### src/rtl/cla_pkg.sv
// Shared constants, pipeline control record and flag helpers for the
// pipelined carry-lookahead adder/subtractor.
package cla_pkg;

  localparam int unsigned CLA_GRP = 4;

  function automatic int unsigned clog2(input int unsigned value);
    int unsigned r;
    r = 0;
    for (int unsigned i = 0; i < 32; i++) begin
      if ((64'd1 << r) < 64'(value)) r = r + 1;
    end
    return r;
  endfunction

  // Control part of a stage record; the data part depends on WIDTH and
  // is declared next to it in the top level.
  typedef struct packed {
    logic valid;
    logic carry;
    logic a_msb;
    logic b_msb;
  } cla_ctl_t;

  // Sum MSB is a^b'^carry_in, so with equal operand signs the result sign
  // flips exactly when the carry into the MSB differs from that sign.
  function automatic logic ovf_of(input logic a_msb, input logic b_msb,
                                  input logic msb_ci);
    return (a_msb == b_msb) && (msb_ci != a_msb);
  endfunction

endpackage

### src/rtl/cla_seg.sv
// SEG-bit combinational carry-lookahead adder: 4-bit P/G groups with a
// group-level lookahead from the segment carry-in.
module cla_seg
  import cla_pkg::*;
#(
  parameter int unsigned SEG = 8
) (
  input  logic [SEG-1:0] a,
  input  logic [SEG-1:0] b,
  input  logic           ci,
  output logic [SEG-1:0] s,
  output logic           co,
  output logic           msb_carry_in
);

  localparam int unsigned NGRP = SEG / CLA_GRP;

  logic [SEG-1:0]  g;
  logic [SEG-1:0]  p;
  logic [SEG-1:0]  c;
  logic [NGRP-1:0] grp_g;
  logic [NGRP-1:0] grp_p;
  logic [NGRP:0]   grp_c;

  always_comb begin
    g     = a & b;
    p     = a ^ b;
    grp_g = '0;
    grp_p = '1;
    grp_c = '0;
    c     = '0;
    for (int unsigned j = 0; j < NGRP; j++) begin
      for (int unsigned i = 0; i < CLA_GRP; i++) begin
        grp_g[j] = g[j*CLA_GRP+i] | (p[j*CLA_GRP+i] & grp_g[j]);
        grp_p[j] = grp_p[j] & p[j*CLA_GRP+i];
      end
    end
    // Every group carry is expanded from ci directly, not chained group to group.
    grp_c[0] = ci;
    for (int unsigned j = 1; j <= NGRP; j++) begin
      grp_c[j] = ci;
      for (int unsigned i = 0; i < j; i++) begin
        grp_c[j] = grp_g[i] | (grp_p[i] & grp_c[j]);
      end
    end
    for (int unsigned j = 0; j < NGRP; j++) begin
      c[j*CLA_GRP] = grp_c[j];
      for (int unsigned i = 0; i < CLA_GRP - 1; i++) begin
        c[j*CLA_GRP+i+1] = g[j*CLA_GRP+i] | (p[j*CLA_GRP+i] & c[j*CLA_GRP+i]);
      end
    end
  end

  assign s            = p ^ c;
  assign co           = grp_c[NGRP];
  assign msb_carry_in = c[SEG-1];

endmodule

### src/rtl/cla_addsub_pipe.sv
// Pipelined CLA adder/subtractor with valid/ready backpressure and signed
// flags. Define CLA_ADDSUB_SAT_EN to clamp overflowing results.
module cla_addsub_pipe
  import cla_pkg::*;
#(
  parameter int unsigned WIDTH  = 16,
  parameter int unsigned STAGES = 2
) (
  input  logic             clk,
  input  logic             rst_n,
  input  logic             in_valid,
  output logic             in_ready,
  input  logic [WIDTH-1:0] in_a,
  input  logic [WIDTH-1:0] in_b,
  input  logic             in_ci,
  input  logic             in_sub,
  output logic             out_valid,
  input  logic             out_ready,
  output logic [WIDTH-1:0] out_sum,
  output logic             out_co,
  output logic             out_ovf,
  output logic             out_zero
);

  localparam int unsigned SEG  = WIDTH / STAGES;
  localparam int unsigned LAST = STAGES - 1;
  localparam int unsigned NREG = (STAGES > 1) ? STAGES - 1 : 1;

  // word: remaining A in the low bits, finished sum segments entering from
  // the top; b: remaining B' shifted down one segment per stage.
  typedef struct packed {
    cla_ctl_t         ctl;
    logic [WIDTH-1:0] word;
    logic [WIDTH-1:0] b;
  } stage_t;

  typedef struct packed {
    logic             valid;
    logic             co;
    logic             ovf;
    logic             zero;
    logic [WIDTH-1:0] sum;
  } out_t;

  logic             adv;
  logic             in_fire;
  logic [WIDTH-1:0] b_x;
  stage_t           in_rec;
  stage_t           st_in   [STAGES];
  stage_t           st_out  [STAGES];
  logic [SEG-1:0]   seg_s   [STAGES];
  logic             seg_co  [STAGES];
  logic             seg_mci [STAGES];
  stage_t           pipe_d  [NREG];
  stage_t           pipe_q  [NREG];
  logic [WIDTH-1:0] fin_sum;
  logic             fin_ovf;
  out_t             out_d;
  out_t             out_q;

  assign adv     = !out_q.valid || out_ready;
  assign in_fire = in_valid && adv;
  assign b_x     = in_b ^ {WIDTH{in_sub}};

  always_comb begin
    in_rec = '0;
    if (in_fire) begin
      in_rec.ctl.valid = 1'b1;
      in_rec.ctl.carry = in_ci ^ in_sub;
      in_rec.ctl.a_msb = in_a[WIDTH-1];
      in_rec.ctl.b_msb = b_x[WIDTH-1];
      in_rec.word      = in_a;
      in_rec.b         = b_x;
    end
  end

  for (genvar k = 0; k < STAGES; k++) begin : g_stage
    if (k == 0) begin : g_src_in
      assign st_in[k] = in_rec;
    end else begin : g_src_pipe
      assign st_in[k] = pipe_q[k-1];
    end

    cla_seg #(.SEG(SEG)) u_seg (
      .a            (st_in[k].word[SEG-1:0]),
      .b            (st_in[k].b[SEG-1:0]),
      .ci           (st_in[k].ctl.carry),
      .s            (seg_s[k]),
      .co           (seg_co[k]),
      .msb_carry_in (seg_mci[k])
    );

    assign st_out[k] = '{
      ctl:  '{valid: st_in[k].ctl.valid, carry: seg_co[k],
              a_msb: st_in[k].ctl.a_msb, b_msb: st_in[k].ctl.b_msb},
      word: (st_in[k].word >> SEG) | (WIDTH'(seg_s[k]) << (WIDTH - SEG)),
      b:    st_in[k].b >> SEG
    };
  end

  always_comb begin
    for (int unsigned i = 0; i < NREG; i++) begin
      pipe_d[i] = adv ? st_out[i] : pipe_q[i];
    end
  end

  always_ff @(posedge clk or negedge rst_n) begin
    if (!rst_n) begin
      for (int unsigned i = 0; i < NREG; i++) pipe_q[i] <= '0;
    end else begin
      for (int unsigned i = 0; i < NREG; i++) pipe_q[i] <= pipe_d[i];
    end
  end

  always_comb begin
    fin_ovf = ovf_of(st_out[LAST].ctl.a_msb, st_out[LAST].ctl.b_msb, seg_mci[LAST]);
    fin_sum = st_out[LAST].word;
`ifdef CLA_ADDSUB_SAT_EN
    if (fin_ovf) begin
      fin_sum = st_out[LAST].ctl.a_msb ? {1'b1, {(WIDTH-1){1'b0}}}
                                       : {1'b0, {(WIDTH-1){1'b1}}};
    end
`endif
    out_d = out_q;
    if (adv) begin
      out_d.valid = st_out[LAST].ctl.valid;
      out_d.co    = st_out[LAST].ctl.carry;
      out_d.ovf   = fin_ovf;
      out_d.zero  = st_out[LAST].ctl.valid && (fin_sum == '0);
      out_d.sum   = fin_sum;
    end
  end

  always_ff @(posedge clk or negedge rst_n) begin
    if (!rst_n) out_q <= '0;
    else        out_q <= out_d;
  end

  assign in_ready  = adv;
  assign out_valid = out_q.valid;
  assign out_sum   = out_q.sum;
  assign out_co    = out_q.co;
  assign out_ovf   = out_q.ovf;
  assign out_zero  = out_q.zero;

endmodule
### config.mk
export PLATFORM = sky130hd
export DESIGN_NAME = cla_addsub_pipe
export DESIGN_NICKNAME = d
export VERILOG_FILES = /design/src/rtl/cla_pkg.sv /design/src/rtl/cla_seg.sv /design/src/rtl/cla_addsub_pipe.sv
export SDC_FILE = /design/constraint.sdc
export NUM_CORES = 1
export LEC_CHECK = 0
export CAP_MARGIN = 20
export CORE_ASPECT_RATIO = 0.9
export CORE_MARGIN = 2
export CORE_UTILIZATION = 30
export DETAILED_ROUTE_END_ITERATION = 7
export PLACE_DENSITY_LB_ADDON = 0.05
export SETUP_SLACK_MARGIN = 0.2
export SLEW_MARGIN = 30
export SYNTH_ARGS = -nofsm -noshare
export SYNTH_HDL_FRONTEND = slang
export SYNTH_HIERARCHICAL = 1
export SYNTH_SLANG_ARGS = --single-unit
### constraint.sdc
create_clock -name clk -period 5.55 [get_ports clk]
set_input_delay 1.11 -clock clk [delete_from_list [all_inputs] [get_ports clk]]
set_output_delay 1.11 -clock clk [all_outputs]
set_load 0.02 [all_outputs]
After elaboration in Yosys (flattened, before gate mapping). Cells that the tools add are included.

Register bits: 48. Bits of input ports: 38. Logic and storage cells: 98.

Eq/ne operators: 2. Muxes and demuxes: 1. Bitwise operators: 78. Reduce and logical (&&, ||, !) cells: 6.

Operator list (number): $and 1x1->1 (40); $mux 36 (1); $or 8x16->16 (2); $xor 8x8->8 (4); $or 1x1->1 (28); $and 8x8->8 (2); $logic_not 16->1 (1); $xor 16x16->16 (1); $logic_and 1x1->1 (3); $eq 1x1->1 (1); $logic_not 1->1 (1); $logic_or 1x1->1 (1); $ne 1x1->1 (1); $xor 1x1->1 (1).

Logic depth before layout (Yosys ltp).
Word-level depth: 20. Mapped depth: 16. Mapped depth without buffers: 15.

Cells and area by module. Netlist, hierarchy kept.

By module, submodules not included: cla_addsub_pipe (times used 1, cells an instance 216, area each 2049.5 µm², sequential area each 1151.1 µm²); cla_seg (g_stage[1].u_seg) (times used 1, cells an instance 38, area each 356.6 µm², sequential area each 0.0 µm²); cla_seg (g_stage[0].u_seg) (times used 1, cells an instance 36, area each 339.1 µm², sequential area each 0.0 µm²).

Worst setup path after synthesis. Ideal clock, no wire load.

Path type: input-to-reg. Start point: input out_ready. End point: register, netlist name pipe_q[30]. Arrival: 3.678 ns. Data required time: 5.485 ns. Setup slack: 1.807 ns. Stages on the path: 16. Path buffers: 1. Path through: nor2b_4 > inv_2 > nand2_1 > buf_4 > nor2_1 > ha_1 > and3_1 > a31oi_1 > o21ai_1 > fa_1 > fa_1 > inv_1 > fa_1 > inv_1 > nand2_1 > nand2_1.

RTL lines: start, declared (RTL line cla_addsub_pipe.sv:18) `input logic out_ready,`.

==> summary.md <==
| Metric | Value |
|---|---|
| First-pass detailed-route iteration total | `4` |
| P_leak | `between 1.5 and 2 nW` |
| Post-Route WL | `~6 mm` |
| Post-DRT Antenna Nets | `0` |
| First-pass GRT wire length | `10.3 mm` |
| Achievable frequency | `239 MHz` |
| Die area | `between 9000 and 10000 um2` |
| Fin. max-slew vios | `0` |
| Initial antenna violation count | `0` |
| Post-Syn Instances | `slightly below 300` |
| Layout area overhead | `27.6%` |
| R2r setup slk | `approximately 2.2 ns` |
| Global Route Usage Sum | `0.131` |
| RSZ-0062 raised after global routing | `false` |
| Max Root-Sink Buffers | `2` |
| Peak supply drop | `approximately 0.00014 V` |
| DR iter-0 viols | `86` |
| Clock Tree Root | `clkbuf_8` |
| WL/cell | `12.9 um` |
| Min cycle time layout | `around 4.2 ns` |
| Chip width | `roughly 100 um` |
| Share of post-route cells with drive strength above 1 | `0.0522` |
| Tcrit/Tclk final | `0.755` |
| Syn Area/Cell | `around 9.5 um2` |
| Yosys Warn Count | `6` |
| Netlist Area Pre-Place | `2740 um2` |
| Critical path fanouts, max | `38` |
| Gpl congestion | `0.747` |
| Reg area | `about 1200 um2` |
| Setup CP Type | `primary input to flop` |
| Crit path DAT | `4.43 ns` |
| Power consumption | `about 0.0011 W` |
| Startpoint Class | `primary input` |
| Hold_ws | `~0.47 ns` |
| Final hold violation count | `0` |
| # IOs | `59` |
| Vias in the first global route | `between 2000 and 2500` |
| Utilization after layout | `0.389` |
| Fillers | `between 900 and 1000` |
| DRC violations left | `0` |
| CTS hold repair buffers | `0` |
| Port buffer count | `58` |
| Final Setup Violations | `0` |
| Residual overflow from global routing | `0` |
| Multi-input logic area | `1400 um2` |
| CTS Buf Count | `5` |
| Clock H-tree levels | `2` |
| Setup crit end kind | `flop` |
| ANT cells | `0` |
| Via density | `4.37` |
| Worst Hold Class | `flop to flop` |
| Via Count | `2039` |
| Status | `finished clean` |
| Die height | `94.7 um` |
| FP Rows | `33` |
| Initial core utilization | `0.305` |
| CTS resizes | `0` |
| Clk sink count | `46` |
| Skew final | `a little under 0.009 ns` |
| Worst Max-Slew Pin Slew | `between 0.6 and 0.7 ns` |
| Largest net degree at the start of global routing | `47` |
| Core ar. | `around 9000 um2` |
| Setup TNS | `0 ns` |
| Synthesized net count | `~360` |
| NumNets Final | `411` |
| Power Density | `~300 nW/um2` |
| Setup bufs post-CTS | `0` |
| Hpwl dp | `~4.5 mm` |
| Clock transition at path regs | `~0.09 ns` |
| WP data required | `between 5 and 6 ns` |
| Worst skew pair latency | `0.30 ns` |
| CTS tree | `yes` |
| Slew margin rel. | `0.597` |
| Max cap viols | `0` |
[power by group]
part,internal (W),total (W),switching (W)
Sequential,0.000398,0.000444,0.0000457
Clock,0.000144,0.000259,0.000114
Combinational,0.000165,0.000352,0.000187
Total,0.000708,0.00105,0.000347
[critical path, cell delays in order]
cell and delay [ns]:
clkdlybuf4s50_1 0.50, nor2b_4 0.05, inv_2 0.05, buf_4 0.33, and3_1 0.27, ha_1 0.26
and3_1 0.17, a31oi_1 0.16, o21ai_1 0.12, fa_1 0.39, fa_1 0.37, inv_1 0.08
fa_1 0.40, inv_1 0.06, nand2_1 0.04, nand2_1 0.07
[path summary, 6_finish.rpt]
| path | startpoint | to | depth (start not counted) |
|---|---|---|---|
| max | out_ready | pipe_q[30]$_DFFE_PN0P_ | 16 |
| min | out_sum[11]$_DFFE_PN0P_ | out_sum[11]$_DFFE_PN0P_ | 2 |
| max reg2reg | out_valid$_DFFE_PN0P_ | pipe_q[30]$_DFFE_PN0P_ | 15 |
| min reg2reg | out_sum[11]$_DFFE_PN0P_ | out_sum[11]$_DFFE_PN0P_ | 2 |
| max in group asynchronous | rst_n | out_sum[2]$_DFFE_PN0P_ | 1 |
| min in group asynchronous | rst_n | pipe_q[18]$_DFFE_PN0P_ | 1 |
[sequential cells by signal, indices dropped and copies added, names as in the netlist]
register,flops
out_co,1
pipe_q,26
out_sum,16
out_valid,1
out_ovf,1
out_zero,1
[placed cells by master (no fill, tap or decap), drive strengths merged, types with 2 or more instances in the layout]
| cell | instances |
|---|---|
| o21a | 2 |
| dfrtp | 46 |
| nand2 | 92 |
| o21ai | 13 |
| fa | 12 |
| nand4 | 2 |
| ha | 16 |
| nor2 | 15 |
| a22o | 8 |
| a211oi | 2 |
| a211o | 2 |
| buf | 5 |
| xor2 | 2 |
| and3 | 9 |
| a21oi | 4 |
| inv | 20 |
| clkbuf | 6 |
| clkdlybuf4s50 | 57 |
| nor4 | 3 |
| xnor2 | 19 |
[per-stage QoR]
step / std cells / cell area, um2 / setup slack (ns)
6_report: 467 / 3500 / 1.36
5_1_grt: 467 / 3500 / 1.15
2_1_floorplan: 289 / 2740 / 1.81
3_3_place_gp: 460 / 3380 / 1.10
3_5_place_dp: 460 / 3390 / 1.04
4_1_cts: 467 / 3500 / 1.35
[layout make-up]
| cell class | count | share of cell area |
|---|---|---|
| Clock buffer | 6 | 0.0236 |
| Multi-Input combinational cell | 210 | 0.400 |
| Clock inverter | 1 | 0.00858 |
| Timing Repair Buffer | 62 | 0.174 |
| Sequential cell | 46 | 0.329 |
| Inverter | 20 | 0.0215 |
| Tap cell | 122 | 0.0436 |
[routing by layer]
metal	share of wire	global-route usage
met2	0.41	0.195
met4	0.013	0.0333
met3	0.050	0.0255
met5	0	0
met1	0.53	0.194
No activity file was read; power rests on OpenSTA's default activity.
